### src/rtl/regfile_wb_arbiter.sv
// Writeback arbiter sharing one register-file write port between sources A and B,
// plus a busy scoreboard for RAW stalls. Optional forwarding: define WB_BYPASS_EN.
module regfile_wb_arbiter #(
  parameter int DATA_W       = 32,
  parameter int ADDR_W       = 5,
  parameter int STARVE_LIMIT = 3
) (
  input  logic              clk,
  input  logic              rst,
  input  logic              a_valid,
  output logic              a_ready,
  input  logic [ADDR_W-1:0] a_addr,
  input  logic [DATA_W-1:0] a_data,
  input  logic              b_valid,
  output logic              b_ready,
  input  logic [ADDR_W-1:0] b_addr,
  input  logic [DATA_W-1:0] b_data,
  output logic              reg_write_en,
  output logic [ADDR_W-1:0] write_addr,
  output logic [DATA_W-1:0] write_data,
  input  logic              issue_en,
  input  logic [ADDR_W-1:0] issue_addr,
  input  logic [ADDR_W-1:0] rs_addr,
  input  logic [ADDR_W-1:0] rt_addr,
  output logic              hazard
`ifdef WB_BYPASS_EN
  ,
  output logic              fwd_rs_hit,
  output logic              fwd_rt_hit,
  output logic [DATA_W-1:0] fwd_rs_data,
  output logic [DATA_W-1:0] fwd_rt_data
`endif
);

  localparam int NREGS = 2 ** ADDR_W;
  localparam int CNT_W = $clog2(STARVE_LIMIT + 1);
  localparam logic [CNT_W-1:0] LIMIT = CNT_W'(STARVE_LIMIT);

  logic [CNT_W-1:0]  r_starve_cnt;
  logic              r_write_en;
  logic [ADDR_W-1:0] r_write_addr;
  logic [DATA_W-1:0] r_write_data;
  logic [NREGS-1:0]  r_busy;

  logic              w_b_prio;
  logic              w_a_ready;
  logic              w_b_ready;
  logic              w_xfer;
  logic              w_real_write;
  logic [ADDR_W-1:0] w_grant_addr;
  logic [DATA_W-1:0] w_grant_data;
  logic [NREGS-1:0]  w_busy_next;
  logic              w_rs_busy;
  logic              w_rt_busy;

  // NOTE: every always_comb output gets a default on its first line so no path leaves it unassigned (no latch).
  always_comb begin
    w_b_prio     = b_valid && (r_starve_cnt >= LIMIT);
    w_a_ready    = !rst && a_valid && (!w_b_prio || !b_valid);
    w_b_ready    = !rst && b_valid && !w_a_ready;
    w_xfer       = w_a_ready || w_b_ready;
    w_grant_addr = w_a_ready ? a_addr : b_addr;
    w_grant_data = w_a_ready ? a_data : b_data;
    // Writes to r0 are accepted but never reach the register file.
    w_real_write = w_xfer && (w_grant_addr != '0);
  end

  // Clear for the retiring write first, then set for the new issue so set wins.
  always_comb begin
    w_busy_next = r_busy;
    if (r_write_en) w_busy_next[r_write_addr] = 1'b0;
    if (issue_en && (issue_addr != '0)) w_busy_next[issue_addr] = 1'b1;
    w_busy_next[0] = 1'b0;
  end

  // NOTE: sequential state uses <= only; the busy vector is plain flops, so it can and must be reset.
  always_ff @(posedge clk) begin
    if (rst) begin
      r_starve_cnt <= '0;
      r_write_en   <= 1'b0;
      r_write_addr <= '0;
      r_write_data <= '0;
      r_busy       <= '0;
    end else begin
      if (w_b_ready || !b_valid) begin
        r_starve_cnt <= '0;
      end else if (w_a_ready && (r_starve_cnt < LIMIT)) begin
        r_starve_cnt <= r_starve_cnt + 1'b1;
      end
      r_write_en <= w_real_write;
      if (w_real_write) begin
        r_write_addr <= w_grant_addr;
        r_write_data <= w_grant_data;
      end
      r_busy <= w_busy_next;
    end
  end

  assign a_ready      = w_a_ready;
  assign b_ready      = w_b_ready;
  assign reg_write_en = r_write_en;
  assign write_addr   = r_write_addr;
  assign write_data   = r_write_data;

  assign w_rs_busy = (rs_addr != '0) && r_busy[rs_addr];
  assign w_rt_busy = (rt_addr != '0) && r_busy[rt_addr];

`ifdef WB_BYPASS_EN
  logic w_rs_issue;
  logic w_rt_issue;

  assign fwd_rs_hit  = r_write_en && (r_write_addr == rs_addr) && (rs_addr != '0);
  assign fwd_rt_hit  = r_write_en && (r_write_addr == rt_addr) && (rt_addr != '0);
  assign fwd_rs_data = r_write_data;
  assign fwd_rt_data = r_write_data;
  // A same-cycle re-issue of the register keeps it busy despite the forward.
  assign w_rs_issue  = !rst && issue_en && (issue_addr == rs_addr);
  assign w_rt_issue  = !rst && issue_en && (issue_addr == rt_addr);
  assign hazard = (w_rs_busy && !(fwd_rs_hit && !w_rs_issue)) ||
                  (w_rt_busy && !(fwd_rt_hit && !w_rt_issue));
`else
  assign hazard = w_rs_busy || w_rt_busy;
`endif

endmodule

### config.mk
export PLATFORM = sky130hd
export DESIGN_NAME = regfile_wb_arbiter
export DESIGN_NICKNAME = d
export VERILOG_FILES = /design/src/rtl/regfile_wb_arbiter.sv
export SDC_FILE = /design/constraint.sdc
export NUM_CORES = 1
export LEC_CHECK = 0
export CAP_MARGIN = 20
export CORE_UTILIZATION = 48
export DETAILED_ROUTE_END_ITERATION = 16
export PLACE_DENSITY = 0.86
export SYNTH_ARGS = -nofsm -noshare
export SYNTH_HDL_FRONTEND = slang
export SYNTH_SLANG_ARGS = --single-unit
export TNS_END_PERCENT = 20
### constraint.sdc
create_clock -name clk -period 6.6 [get_ports clk]
set_input_delay 1.32 -clock clk [delete_from_list [all_inputs] [get_ports clk]]
set_output_delay 1.32 -clock clk [all_outputs]
set_load 0.02 [all_outputs]
# ---- After elaboration in Yosys (flattened, before gate mapping)
# Index checks and enable logic that the tools add are counted.
dict set report classes {
  addsub 1
  multipliers 0
  div 0
  magnitude_cmp 8
  n_eq_ne 0
  n_shift 0
  muxes 12
  n_bitwise 3
  n_reduce_logical 25
}
# cell count
set op_table {}
lappend op_table {{$mux 32} 3}
lappend op_table {{$and 32x32->32} 1}
lappend op_table {{$not 32->32} 1}
lappend op_table {{$or 32x32->32} 1}
lappend op_table {{$lt 5x6->1 const B} 4}
lappend op_table {{$reduce_bool 5->1} 4}
lappend op_table {{$logic_and 1x1->1} 12}
lappend op_table {{$bmux 1 s5} 2}
lappend op_table {{$demux 1 s5} 2}
lappend op_table {{$ge 5x1->1 const B} 2}
lappend op_table {{$mux 5} 1}
lappend op_table {{$logic_not 1->1} 4}
lappend op_table {{$logic_or 1x1->1} 4}
lappend op_table {{$mux 1} 4}
lappend op_table {{$add 2x1->2 const B} 1}
lappend op_table {{$ge 2x2->1 const B} 1}
lappend op_table {{$lt 2x2->1 const B} 1}
lappend op_table {{$reduce_or 2->1} 1}
dict set report word_totals {
  regBits 72
  latch_bits 0
  ramBits 0
  mem_bits_ro 0
  out_inout_bits 41
  wordCells 55
  n_memories 0
}

# ---- Depth between registers and ports, before layout
# Gate-level depths: netlist of run 1.
dict set report depth {
  ltp_word 9
  mapped_depth 8
  ltp_nobuf 6
}

# ---- Worst setup path after synthesis of run 1
# No wires, ideal clock.
dict set report synth_timing {
  path_type {input to output}
  from {in rs_addr[0]}
  to {out hazard}
  arrival_ns 2.912
  required_time_ns 5.280
  path_slack_ns 2.368
  path_stages 5
  path_cell_list {buf_1 -> mux4_2 -> o211a_1 -> nor4_1 -> nand3_1}
}
dict set report synth_via {
  elab_chain_cells 4
  word_cells_on_any_way 5
}
# element line
set synth_lines {}
lappend synth_lines {{start, declared} 23} ;# input logic [ADDR_W-1:0] rs_addr,
lappend synth_lines {{$bmux 1 s5} 105} ;# assign w_rs_busy = (rs_addr != '0) && r_busy[rs_addr];
lappend synth_lines {{$mux 1 (not written as such)} 105}
lappend synth_lines {{$logic_and 1x1->1 *} 105}
lappend synth_lines {{$logic_or 1x1->1 *} 122} ;# assign hazard = w_rs_busy || w_rt_busy;
lappend synth_lines {{end, declared} 25} ;# output logic hazard
# Every way passes the cells marked *; elsewhere a longest branch is shown, timed or not. The select of a mux whose other input is x is not followed.

# ---- Worst setup path after layout of run 1
# Ends and elaborated chain as after synthesis.

==> summary.md, run 1 <==
| Metric | Value |
|---|---|
| Post-route ant nets | 0 |
| Buf+Inv Stages, Crit Path | 2 |
| DP Area | 4970 µm² |
| PwrDens | between 200 and 250 nW/µm² |
| Synth area leader | dfxtp_1 |
| GPL Wtd Cong | 0.932 |
| Die area | 7860 µm² |
| Top post-synthesis cells by area | dfxtp_1 (39%), mux2i_1 (11%), a211oi_1 (7.1%) |
| Post-synth top cells | dfxtp_1 (71), nor2_1 (45), mux2i_1 (41), nand2_1 (41), a211oi_1 (34) |
| CP startpoint | rs_addr[0] |
| Cell family with the largest share of critical-path delay | buffers and inverters |
| Mapped Area | about 3600 µm² |
| CTS Buf Count | 9 |
| Area grow syn2layout | 43.9% |
| Final Total Pwr | 1.07 mW |
| Top_reg_cell synth | dfxtp_1 |
| Core Box Area | 7250 µm² |
| Worst slew margin | 0.317 |
| Sequential fraction of the synthesis area | 0.394 |
| Clk sink count | 71 |
| RSZ-0062 raised after global routing | no |
| Starting Density | 0.497 |
| Row cnt | 31 |
| Final Max Slew Viols | 0 |
| DR pass1 iterations | 6 |
| Outcome | complete, no violations |
| Number of flops mapped to enable cells by yosys | 0 |
| Die Height | 88.6 µm |
| Yosys warns | 0 |
| Post-CTS Resized | 0 |
| Mapped Cells | 403 |
| Syn Area/Cell | 8.94 µm² |
| All-Layer GR Usage | 0.270 |
| Fin crit period | 5.27 ns |
| Final WL | 10,600 µm |
| Vias after detailed routing | between 3,000 and 4,000 |
| R2r worst-path depth | 7 |
| Final Hold Slack | 0.501 ns |
| Clock root buffer | clkbuf_8 |
| Fill cells | around 560 |
| Design Area, Final | between 5000 and 6000 µm² |
| Critical Path Most Common Cell | clkdlybuf4s50_1 |
| Gr ovfl total | 0 |
| Share of flip-flops with an asynchronous set or reset | 0 |
| Buffers on Ports | 134 |
| WP data arrival | 3.95 ns |
| Reg2reg setup slack | 3.95 ns |
| FF-to-FF End | write_data[0] |
| Initial antenna violation count | 0 |
| First-pass GRT wire length | ~16,000 µm |
| Max IR drop VDD | roughly 120 µV |
| Clock Tree Buf Depth | 2 |
| Final setup viols | 0 |
| Tcrit/Tclk final | 0.799 |
| Largest net degree at the start of global routing | between 70 and 80 |
| FF+latch count, synth | 71 |
| Critical Path Source Type | input port |
| Clock slew at reported path FFs | roughly 0.07 ns |
| Final nets | between 600 and 700 |
| Worst Path Class, Setup | input port to primary output |
| Postcts setup bufs | 0 |
| Hold wc startpoint | write_data[1] |
| Critical path endpoint category | primary output |
| Final Hold Viols | 0 |
| Clock Skew | between 0.007 and 0.008 ns |
| I/O Pins | roughly 140 |
| Clk Latency, worst-skew pair | 0.35 ns |
| Hold Path Stages | 2 |
| DPL Wire Length | 7790 µm |
| Critical Path Max Stage Delay | 0.85 ns |
| CP Cell Sequence | clkdlybuf4s50_1, mux4_2, o211a_1, nor4_1, nand3_1, clkdlybuf4s50_1 |
| Required time worst endpoint | 5.28 ns |
| Total of max-cap violations | 0 |
| Vias in the first global route | 3,404 |
| # DRC | 0 |
| Leakage | between 1.5 and 2 nW |
| Crit Reg-Reg Startpoint | r_starve_cnt[0] |
| Slew @ Worst Pin | 1.02 ns |
| H-tree levels | 3 |
| Via/cell ratio | 5.66 |
| Syn nets | 498 |
| Hold worst-path end | write_data[1] |
| Classification of the worst-slack hold path | register to register |
| Post-synth top area share | 0.394 |
| Cell variety after synth | 39 |
| Drt wl/cell | 16.9 µm |
| Fmax | 190 MHz |
| Fin util | 0.715 |
| Top-count cell post-synth | dfxtp_1 |
| DRT iter0 DRCs | 217 |
| Crit Path Max Fanout | 11 |
| Die Span X | a little under 90 µm |
| Total negative slack | 0 ns |
| Share of cells above drive strength 1 | 0.0797 |
| CTS hold repair buffers | 0 |
| N_diodes | 0 |
| CTS tree | done |
| Slowest cell on crit path | clkdlybuf4s50_1 |
[metal layers]
| layer | wire (µm) | vias to the layer above | track usage |
|---|---|---|---|
| li1 | - | 1722 | - |
| met1 | 4140 | 1619 | 0.300 |
| met2 | 5310 | 186 | 0.480 |
| met3 | 907 | 18 | 0.0709 |
| met4 | 204 | 0 | 0.123 |
| met5 | 0 | - | 0 |
[power breakdown]
part / switching, mW / internal (mW)
Sequential: 0.0171 / 0.450
Combinational: 0.110 / 0.123
Clock: 0.164 / 0.206
Total: 0.292 / 0.779
[worst min-delay path: stages (launching register included)]
cell,delay [ns]
dfxtp_1,0.31
nor2_1,0.09
a211oi_1,0.05
[through the flow]
step / setup WS, ns / std cells
5_1_grt: 1.20 / 626
6_report: 1.33 / 626
3_3_place_gp: 1.32 / 610
2_1_floorplan: 2.37 / 403
4_1_cts: 1.33 / 626
3_5_place_dp: 1.32 / 610
[sequential cells by signal, summed over array words and instances, names as in the netlist]
signal and count:
r_busy 31, r_starve_cnt 2, reg_write_en 1, write_addr 5
write_data 32
[kinds of logic after synthesis]
logic type | synth area share
buffers and inverters | 0.0389
DFF | 0.394
adders and majority gates | 0.00347
muxes | 0.195
and+or+nand+nor | 0.174
AOI/OAI and AO/OA | 0.194
[final cells by class]
type                    count  area [µm²]  area share
inverters                   4        15.0     0.00290
multi-input cells         298        2040       0.394
well taps                  99         124      0.0239
clock buffers              12         165      0.0318
flip-flops and latches     71        1420       0.274
repair buffers            138        1370       0.263
clock inverters             4        51.3     0.00989
[placed cells by master, fill, tap and decap left out, types with 4 or more instances in the layout]
cell type	netlist	routed
a211oi_1	34	34
a21oi_1	31	31
and3b_1	5	5
buf_4	0	4
clkbuf_8	0	12
clkdlybuf4s50_1	0	133
dfxtp_1	71	71
mux2_2	6	6
mux2i_1	41	41
mux4_2	10	10
nand2_1	41	41
nand3_1	8	8
nand3b_1	4	4
nor2_1	45	45
nor3_1	4	4
nor3b_1	7	7
o21ai_0	31	31
[worst max path at each step]
| stage | to | cells past startpoint |
|---|---|---|
| after CTS | hazard | 6 |
| after floorplan | hazard | 5 |
| after global placement | hazard | 6 |
| final | hazard | 6 |
| after detailed placement | hazard | 6 |
| after global routing | hazard | 6 |
(Power assumes the default switching activity.)
==> run 2: changes to the inputs <==
--- a/config.mk
+++ b/config.mk
@@ -6,9 +6,9 @@
 export NUM_CORES = 1
 export LEC_CHECK = 0
 export CAP_MARGIN = 20
-export CORE_UTILIZATION = 48
+export CORE_UTILIZATION = 45
 export DETAILED_ROUTE_END_ITERATION = 16
-export PLACE_DENSITY = 0.86
+export PLACE_DENSITY = 0.81
 export SYNTH_ARGS = -nofsm -noshare
 export SYNTH_HDL_FRONTEND = slang
 export SYNTH_SLANG_ARGS = --single-unit
==> constraint.sdc (replaced) <==
create_clock -name clk -period 5.1 [get_ports clk]
set_input_delay 1.02 -clock clk [delete_from_list [all_inputs] [get_ports clk]]
set_output_delay 1.02 -clock clk [all_outputs]
set_load 0.02 [all_outputs]
==> run 2 against run 1 <==
Setup slack worse by 0.87 ns. First-iteration DRC count is 6.0% higher. Critical endpoint unchanged. Sequential share of layout area is 0.14 points lower. Critical path depth is 1 higher. Clock-buffer cell count stayed put. Largest power group unchanged. Utilization is 4.0 points lower. Non-clock buffer count is 1 higher.
==> summary.md, run 2 (synthesis results as in run 1) <==
| Metric | Value |
|---|---|
| Psw | 378 µW (+30%) |
| Gr ovfl total | 0 (unchanged) |
| Post-route ant nets | 0 (unchanged) |
| Final Hold Viols | 0 (unchanged) |
| Postcts setup bufs | 0 (unchanged) |
| Share of cells above drive strength 1 | 0.0795 (-0.000151) |
| Pint | 1.05 mW (+34%) |
| Drt wl/cell | 16.7 µm (-1.1%) |
| Critical path endpoint category | primary output |
| CP Cell Sequence | clkdlybuf4s50_1, mux4_2, nor2_1, nor4b_1, nor4_1, nand3_1, clkdlybuf4s50_1 |
| WP data arrival | 3.62 ns (-0.33 ns) |
| All-Layer GR Usage | 0.260 (-0.00997) |
| Fin crit period | 4.64 ns |
| DR pass1 iterations | 5 (-1) |
| Clk Latency, worst-skew pair | 0.34 ns (about the same) |
| GPL Wtd Cong | 0.900 (-3.5%) |
| Fmax | 216 MHz |
| DPL Wire Length | 7810 µm (+0.29%) |
| Total of max-cap violations | 0 (unchanged) |
| H-tree levels | 3 (unchanged) |
| PwrDens | 273 nW/µm² (+32%) |
| Buf+Inv Stages, Crit Path | 2 (unchanged) |
| Cell total after placement | 614 (+0.66%) |
| Buffers on Ports | 134 (unchanged) |
| Critical Path Source Type | input port |
| Initial antenna violation count | 0 (unchanged) |
| RSZ-0062 raised after global routing | no |
| Reg power frac | 0.424 (-0.013) |
| Row cnt | 32 (+3.2%) |
| Commonest non-fill, non-tap cell in the layout | clkdlybuf4s50_1 |
| Clock Skew | 0.00840 ns (+0.000909 ns) |
| Sw Ratio | 0.266 (-0.00680) |
| CTS hold repair buffers | 0 (unchanged) |
| # DRC | 0 (unchanged) |
| Via/cell ratio | 5.76 (+1.7%) |
| Tcrit/Tclk final | 0.909 |
| Slowest cell on crit path | clkdlybuf4s50_1 |
| Design Area, Final | 5210 µm² (+0.51%) |
| First-pass GRT wire length | 17,200 µm (+7.4%) |
| Core Box Area | 7730 µm² (+6.5%) |
| Critical Path Most Common Cell | clkdlybuf4s50_1 |
| Clk sink count | 71 (unchanged) |
| Max IR drop VDD | 182 µV (+56%) |
| Final WS setup | 0.462 ns (-0.866 ns) |
| Final setup viols | 0 (unchanged) |
| Die area | 8370 µm² (+6.5%) |
| Classification of the worst-slack hold path | register to register |
| Logic gate share of total power | 0.212 (-0.005) |
| Worst slew margin | 0.322 (+0.00432) |
| Most frequent cells in the layout | clkdlybuf4s50_1 (133), dfxtp_1 (71), nor2_1 (45), nand2_1 (41), mux2i_1 (41) |
| Die Height | 91.5 µm (+3.2%) |
| Final Total Pwr | 1.42 mW (+33%) |
| Clock root buffer | clkbuf_8 |
| Pre-CTS setup slack | 0.465 ns (-0.859 ns) |
| Required time worst endpoint | 4.08 ns (-1.20 ns) |
| Total negative slack | 0 ns (unchanged) |
| Crit Path Max Fanout | 11 (unchanged) |
| Slew @ Worst Pin | 1.02 ns (-0.00646 ns) |
| Starting Density | 0.466 (-0.0305) |
| Clock Power Share | 0.364 (+0.018) |
| Largest net degree at the start of global routing | 61 (-14%) |
| Die Span X | 91.5 µm (+3.2%) |
| Vias in the first global route | 3,527 (+3.6%) |
| Final nets | 618 (+0.16%) |
| Final Non-Filler Cells | 630 (+0.64%) |
| CTS tree | done |
| Final WL | 10,500 µm (-0.50%) |
| Post-CTS Resized | 0 (unchanged) |
| Critical Path Max Stage Delay | 0.81 ns (-0.04 ns) |
| Outcome | complete, no violations |
| Clock Tree Buf Depth | 2 (unchanged) |
| Reg2reg setup slack | 2.72 ns (-1.23 ns) |
| Area grow syn2layout | 44.7% |
| DP Area | 4980 µm² (+0.23%) |
| Clock slew at reported path FFs | 0.08 ns (about the same) |
| Vias after detailed routing | 3,629 (+2.4%) |
| I/O Pins | 135 (unchanged) |
| Leakage | 1.86 nW (+0.49%) |
| Number of flip-flops in the largest register | 32 (unchanged) |
| DRT iter0 DRCs | 230 (+6.0%) |
| CTS Buf Count | 9 (unchanged) |
| Final Max Slew Viols | 0 (unchanged) |
| N_diodes | 0 (unchanged) |
| Worst Path Class, Setup | input port to primary output |
| Cell family with the largest share of critical-path delay | buffers and inverters |
-- run 2: changes by cell type in the layout (fill, tap and decap cells not counted), sizes merged --
cell | previous run | this run
buf | 5 | 6
bufinv | 1 | 2
clkinv | 1 | 0
-- run 2: worst paths after layout --
path                        end             from  depth (start not counted)
hold reg to reg      r_busy[30]       r_busy[30]                          2
setup reg to reg  write_data[1]  r_starve_cnt[0]                          8
setup / recovery         hazard       rt_addr[0]                          7
hold / removal       r_busy[30]       r_busy[30]                          2
-- run 2: power by group through the flow --
stage / registers [mW] / clock network [mW] / logic (mW)
2_1_floorplan: 0.640 / 0 / 0.119
5_1_grt: 0.607 / 0.545 / 0.325
3_5_place_dp: 0.616 / 0 / 0.302
4_1_cts: 0.603 / 0.524 / 0.303
6_report: 0.604 / 0.518 / 0.303
3_3_place_gp: 0.614 / 0 / 0.297
-- run 2: metal layers --
metal	GRT usage	vias to the layer above	part of all wire
li1	-	1726	-
met5	0	-	0
met2	0.443	161	0.50
met1	0.316	1729	0.41
met3	0.0662	13	0.077
met4	0.0899	0	0.011
-- run 2: through the flow --
| step | hold slack (ns) | utilization |
|---|---|---|
| 4_1_cts | 0.499 | 0.675 |
| 6_report | 0.501 | 0.675 |
| 3_5_place_dp | 0.488 | 0.645 |
| 5_1_grt | 0.515 | 0.675 |
| 2_1_floorplan | 0.458 | - |
| 3_3_place_gp | 0.478 | 0.645 |
-- run 2: area by class of cell --
type | instances | area, µm²
Inverter | 4 | 15.0
Sequential cell | 71 | 1420
Clock buffer | 12 | 155
Fill cell | 612 | 2510
Multi-Input combinational cell | 298 | 2040
Timing Repair Buffer | 139 | 1370
Tap cell | 102 | 128
Clock inverter | 4 | 76.3
-- run 2: worst min-delay path: cells and delay by family (launching register included) --
family | cells | cell delay [ns]
compound gates | 2 | 0.13
flops | 1 | 0.33
